## config.mk

```make
export PLATFORM = sky130hd
export DESIGN_NAME = reduce_handshake_tx
export DESIGN_NICKNAME = d
export VERILOG_FILES = /design/src/rtl/reduce_handshake_pkg.sv /design/src/rtl/reduce_handshake_tx_fork.sv /design/src/rtl/reduce_handshake_tx.sv
export SDC_FILE = /design/constraint.sdc
export NUM_CORES = 1
export LEC_CHECK = 0
export ABC_AREA = 1
export CORE_UTILIZATION = 30
export CTS_BUF_LIST = sky130_fd_sc_hd__clkbuf_2
export DETAILED_ROUTE_END_ITERATION = 8
export GPL_TIMING_DRIVEN = 0
export PLACE_DENSITY = 0.55
export SETUP_SLACK_MARGIN = 0.4
export SYNTH_ARGS = -nofsm -noshare
export SYNTH_HDL_FRONTEND = slang
export SYNTH_SLANG_ARGS = --single-unit
```

## constraint.sdc

```tcl
create_clock -name CLK -period 1.91 [get_ports CLK]
set_clock_uncertainty 0.2 [all_clocks]
set_input_delay 0.191 -clock CLK [delete_from_list [all_inputs] [get_ports CLK]]
set_output_delay 0.191 -clock CLK [all_outputs]
set_load 0.005 [all_outputs]
```

## src/rtl/reduce_handshake_pkg.sv

```systemverilog
// Shared types and helpers for the reduce/handshake transmit block.
package reduce_handshake_pkg;

  localparam int PKG_WIDTH     = 5;
  localparam int PKG_LANES     = 3;
  // One primary consumer plus the broadcast lanes.
  localparam int NUM_CONSUMERS = PKG_LANES + 1;

  // One stored result: the raw operands plus the two precomputed reductions.
  typedef struct packed {
    logic [PKG_WIDTH-1:0] in2;
    logic [PKG_WIDTH-1:0] in1;
    logic                 orr;
    logic                 andr;
  } entry_t;

  // Returns {orr, andr} of the first operand.
  function automatic logic [1:0] reduce_bits(input logic [PKG_WIDTH-1:0] in1);
    return {|in1, &in1};
  endfunction

endpackage

```

## src/rtl/reduce_handshake_tx_fork.sv

```systemverilog
// Fork tracker: one done bit per consumer, per-consumer valids for the
// current head entry, and a retire pulse once every consumer has taken it.
import reduce_handshake_pkg::*;

module hs_fork_tracker #(
  parameter int N = NUM_CONSUMERS
) (
  input  logic         CLK,
  input  logic         ASYNCRESET,
  input  logic         active,
  input  logic [N-1:0] ready,
  output logic [N-1:0] valid,
  output logic         retire
);

  logic [N-1:0] done_reg;
  logic [N-1:0] done_next;
  logic [N-1:0] fire;
  logic [N-1:0] done_after;

  // A consumer sees valid only until it has accepted the current entry.
  generate
    for (genvar gi = 0; gi < N; gi++) begin : g_consumer
      assign valid[gi]      = active & ~done_reg[gi];
      assign fire[gi]       = valid[gi] & ready[gi];
      assign done_after[gi] = done_reg[gi] | fire[gi];
    end
  endgenerate

  // Retire when this cycle's transfers complete the full set of consumers.
  always_comb begin
    retire    = active & (&done_after);
    done_next = done_after;
    if (retire) begin
      done_next = '0;
    end
  end

  // Done-bit register; cleared on reset so a restarted head is offered fresh.
  always_ff @(posedge CLK or posedge ASYNCRESET) begin
    if (ASYNCRESET) begin
      done_reg <= '0;
    end else begin
      done_reg <= done_next;
    end
  end

endmodule

```

## src/rtl/reduce_handshake_tx.sv

```systemverilog
// Transmit side of the reduce handshake: accepts operand pairs, computes
// the or/and reductions of in1, queues results and broadcasts each head
// entry to one primary port and LANES secondary lanes.
import reduce_handshake_pkg::*;

module reduce_handshake_tx #(
  parameter int WIDTH = PKG_WIDTH,
  parameter int DEPTH = 2,
  parameter int LANES = PKG_LANES
) (
  input  logic               CLK,
  input  logic               ASYNCRESET,
  input  logic               in_valid,
  output logic               in_ready,
  input  logic [WIDTH-1:0]   in1,
  input  logic [WIDTH-1:0]   in2,
  output logic               handshake_valid,
  input  logic               handshake_ready,
  output logic               out,
  output logic [2*WIDTH-1:0] out_data,
  output logic [LANES-1:0]   handshake_arr_valid,
  input  logic [LANES-1:0]   handshake_arr_ready,
  output logic               mon_temp1,
  output logic               mon_temp2
);

  localparam int PTR_W = $clog2(DEPTH);
  localparam int CNT_W = $clog2(DEPTH) + 1;
  localparam int NC    = LANES + 1;

  // Storage is not reset: the count alone decides which slots are live.
  entry_t mem_reg [DEPTH];

  logic [PTR_W-1:0] wr_ptr_reg, wr_ptr_next;
  logic [PTR_W-1:0] rd_ptr_reg, rd_ptr_next;
  logic [CNT_W-1:0] count_reg, count_next;

  logic          push;
  logic          pop;
  logic          active;
  logic [1:0]    rb;
  entry_t        head;
  logic [NC-1:0] cons_ready;
  logic [NC-1:0] cons_valid;

  // Full check only looks at the stored count, so downstream readies never
  // reach in_ready; a full FIFO refuses even when the head retires.
  assign in_ready = ~ASYNCRESET & (count_reg < CNT_W'(DEPTH));
  assign push     = in_valid & in_ready;
  assign active   = (count_reg != '0);
  assign rb       = reduce_bits(in1);
  assign head     = mem_reg[rd_ptr_reg];

  // Consumer 0 is the primary port, consumers 1..LANES are the lanes.
  assign cons_ready          = {handshake_arr_ready, handshake_ready};
  assign handshake_valid     = cons_valid[0];
  assign handshake_arr_valid = cons_valid[NC-1:1];

  hs_fork_tracker #(
    .N (NC)
  ) u_fork (
    .CLK        (CLK),
    .ASYNCRESET (ASYNCRESET),
    .active     (active),
    .ready      (cons_ready),
    .valid      (cons_valid),
    .retire     (pop)
  );

  // Head taps are forced to zero when empty; they only change on retire.
  always_comb begin
    out       = 1'b0;
    out_data  = '0;
    mon_temp1 = 1'b0;
    mon_temp2 = 1'b0;
    if (active) begin
      out       = head.orr & head.andr;
      out_data  = {head.in2, head.in1};
      mon_temp1 = head.orr;
      mon_temp2 = head.andr;
    end
  end

  // Pointer and occupancy bookkeeping; power-of-two depth wraps naturally.
  always_comb begin
    wr_ptr_next = wr_ptr_reg;
    rd_ptr_next = rd_ptr_reg;
    count_next  = count_reg;
    if (push) begin
      wr_ptr_next = wr_ptr_reg + 1'b1;
    end
    if (pop) begin
      rd_ptr_next = rd_ptr_reg + 1'b1;
    end
    case ({push, pop})
      2'b10:   count_next = count_reg + 1'b1;
      2'b01:   count_next = count_reg - 1'b1;
      default: count_next = count_reg;
    endcase
  end

  // Control state; reset empties the queue immediately.
  always_ff @(posedge CLK or posedge ASYNCRESET) begin
    if (ASYNCRESET) begin
      wr_ptr_reg <= '0;
      rd_ptr_reg <= '0;
      count_reg  <= '0;
    end else begin
      wr_ptr_reg <= wr_ptr_next;
      rd_ptr_reg <= rd_ptr_next;
      count_reg  <= count_next;
    end
  end

  // Entry write on an accepted operand, reductions captured with the data.
  always_ff @(posedge CLK) begin
    if (push) begin
      mem_reg[wr_ptr_reg] <= '{in2: in2, in1: in1, orr: rb[1], andr: rb[0]};
    end
  end

endmodule

```

==> results.md <==
* Max VDD drop at around 700 uV
* Worst path max stage delay at about 0.42 ns
* Synth Area in Adders at 0.00909
* Grt ovf at 0
* Largest net degree at the start of global routing at 13
* Worst EP required at between 1.5 and 2 ns
* Routed WL at around 3500 um
* Setup violations, final at 0
* Seq cells post-synth at 32
* Synth warn at 0
* Mean area per synthesized cell at approximately 11 sq um
* Drc violations at 0
* Post-synth EDFFs at 24
* Initial core utilization at 0.314
* CP Launch Type: flop
* Main synth FF type: edfxtp_1
* Leak Pwr at just over 1 nW
* Post-Layout Cell Count at roughly 250
* Initial antenna violation count at 0
* Worst path slowest cell: dfrtp_1
* Min-delay src: in2[0]
* Yosys top cell area share at 0.524
* Layout cell share with drive strength beyond 1 at 0.569
* Synthesized cell area at 1380 sq um
* Number of flip-flops under the largest register name at 24
* Die width at about 70 um
* Unique cell type count in the Yosys netlist at 22
* Syn Inst Count at between 100 and 150
* Critical path class: flop to primary output
* Sequential fraction of the synthesis area at 0.669
* Final nets at between 200 and 250
* Synth async-reset ratio at 0.250
* Top cells by area, synth: edfxtp_1 52%, dfrtp_1 15%, nand2_1 7.4%
* Share of the clock period used by the worst path at 0.987
* Clock sinks at 32
* Most common cell in the synthesized netlist: nand2_1
* Drt initial violations at 34
* Final Max Tran Viols at 0
* Clock buffer depth at 2
* Reg2reg start: count_reg[0]
* Inst Count DP at between 200 and 250
* WL/cell at about 14 um
* Post-Synth XOR/XNOR Area at 0.0191
* Inserted Diodes at 0
* Pwr dens at 1560 nW/um^2
* Routed via count at 1164
* Hold depth at 1
* Vias per Instance at between 4 and 5
* Routed Antenna Nets at 0
* Final RePlAce weighted congestion at between 0.7 and 0.8
* R2r worst-path depth at 11
* # IOs at 35
* Worst Hold Path EP: mem_reg[0][7]
* TritonCTS Buffers at 5
* Fmax at between 500 and 600 MHz
* Complex-gate fraction of the synthesized area at 0.0627
* First drt pass iteration count at 4
* Final worst setup slack at about 0.024 ns
* Tot GR Track Use at 0.138
* Setup WS pre-CTS at -0.110 ns
* Post-route minimum period at ~1.9 ns
* First-pass GRT wire length at ~5200 um
* # fillers at 358
* Hold Crit Class: input pin to flop
* R2r setup slk at around 0.080 ns
* Largest family of logic cells by synthesized area: simple AND/OR/NAND/NOR gates
* Setup crit end kind: primary output
* Max Cap Violations at 0
* RSZ-0062 raised after global routing: yes
* Syn Nets at ~140
* CP Max Fanout at 4
* CTS tree: built
* H-tree levels at 2
* Simple-Gate Fraction of Synth Area at 0.166
* Post-layout util at 0.555
* DP Wirelength at approximately 1900 um
* Port Buffers at 34
* Root buf cell: clkbuf_2
* Max-slew headroom at 0.782
* Die height at 69.7 um
* Clock latency on the worst-skew pair at 0.35 ns
* CORE AREA at about 4400 sq um
* Mux contribution to synthesized area at 0.0145
* Critical-path cell list: buf_8 -> buf_12 -> mux2i_4 -> nor3_2 -> buf_2
* Clk pin slew, worst setup/hold paths at around 0.17 ns
* Reg2reg end: count_reg[1]
* CP Data Arrival Time at approximately 1.5 ns
* Vias in the first global route at roughly 1100
* Pwr Total at approximately 3.8 mW
* Outcome: finished, final reports clean
* Worst-Margin Slew at around 0.33 ns
* Dominant cell type by area after synthesis: edfxtp_1
* Area grow syn2layout at 76.8%
* FP Rows at 24
* Hold Vio Cnt, Final at 0
* Post-synth top cells: 27 x nand2_1, 24 x edfxtp_1, 13 x inv_1, 13 x nor2_1, 12 x a21oi_1
* Die area at between 4000 and 5000 sq um
[cell families after synthesis]
family / Yosys count
fa+ha+maj: 1
simple gates: 52
mux: 2
compound gates: 15
xor+xnor: 3
flops: 32
buf+inv: 20
[metal layers]
metal,routed length (um),track usage
met5,0,0
met4,27,0.0600
met3,149,0.0349
met2,1840,0.218
met1,1490,0.181
[power by group]
part	internal (mW)	switching [mW]
Clock	0.214	0.225
Combinational	1.30	1.05
Sequential	0.902	0.0995
[repair_timing]
| item | CTS | global route |
|---|---|---|
| pin swaps | 15 | 14 |
| gates cloned | 0 | 2 |
| hold buffers | 1 | 0 |
| buffers inserted | 20 | 12 |
| endpoints found under the setup margin | 44 | 49 |
| gates resized for setup | 103 | 52 |
| hold endpoints to repair | 8 | 0 |
[worst max-delay path, delay by kind of cell (launching register included)]
kind          cells  cell delay, ns
buf+inv           3            0.39
flops             1            0.42
mux               1            0.18
simple gates      1            0.17
[cells in the final DEF (no fill, tap or decap), types with 3 or more instances in the layout]
cell,synthesis,routed
nand2_2,3,9
clkbuf_2,0,6
nand3_1,3,3
clkdlybuf4s50_1,0,16
nand2_4,0,7
nand2_1,27,14
dfrtp_1,8,6
a21oi_2,0,11
buf_2,2,17
buf_4,1,11
nor2_1,13,3
inv_1,13,11
buf_6,0,19
nor2_4,1,5
edfxtp_1,24,24
inv_4,0,4
buf_12,0,4
nor2_2,1,7
[per-stage QoR]
step / setup TNS [ns] / hold WS, ns / cell area (sq um)
4_1_cts: 0 / 0.188 / 2110
3_5_place_dp: -0.931 / 0.296 / 1820
3_3_place_gp: -0.795 / 0.290 / 1820
2_1_floorplan: 0 / -0.193 / 1410
6_report: 0 / 0.211 / 2430
5_1_grt: -0.299 / 0.185 / 2430
[final cells by class]
type                    count  area [sq um]  area share
plain buffers               4          57.6      0.0237
well taps                  52          65.1      0.0267
clock buffers               5          25.0      0.0103
flip-flops and latches     32           923       0.379
clock inverters             3          37.5      0.0154
inverters                  16          75.1      0.0308
repair buffers             69           659       0.271
multi-input cells          73           591       0.243
[worst max-delay path by stage]
stage | start | to | slack (ns)
final | rd_ptr_reg | out | 0.02
after floorplan | count_reg[1] | count_reg[1] | 0.21
after global placement | handshake_arr_ready[2] | count_reg[1] | -0.10
after CTS | rd_ptr_reg | out_data[7] | 0.0005
after global routing | rd_ptr_reg | out_data[8] | -0.06
after detailed placement | handshake_arr_ready[2] | count_reg[1] | -0.11
(Power assumes the default switching activity.)
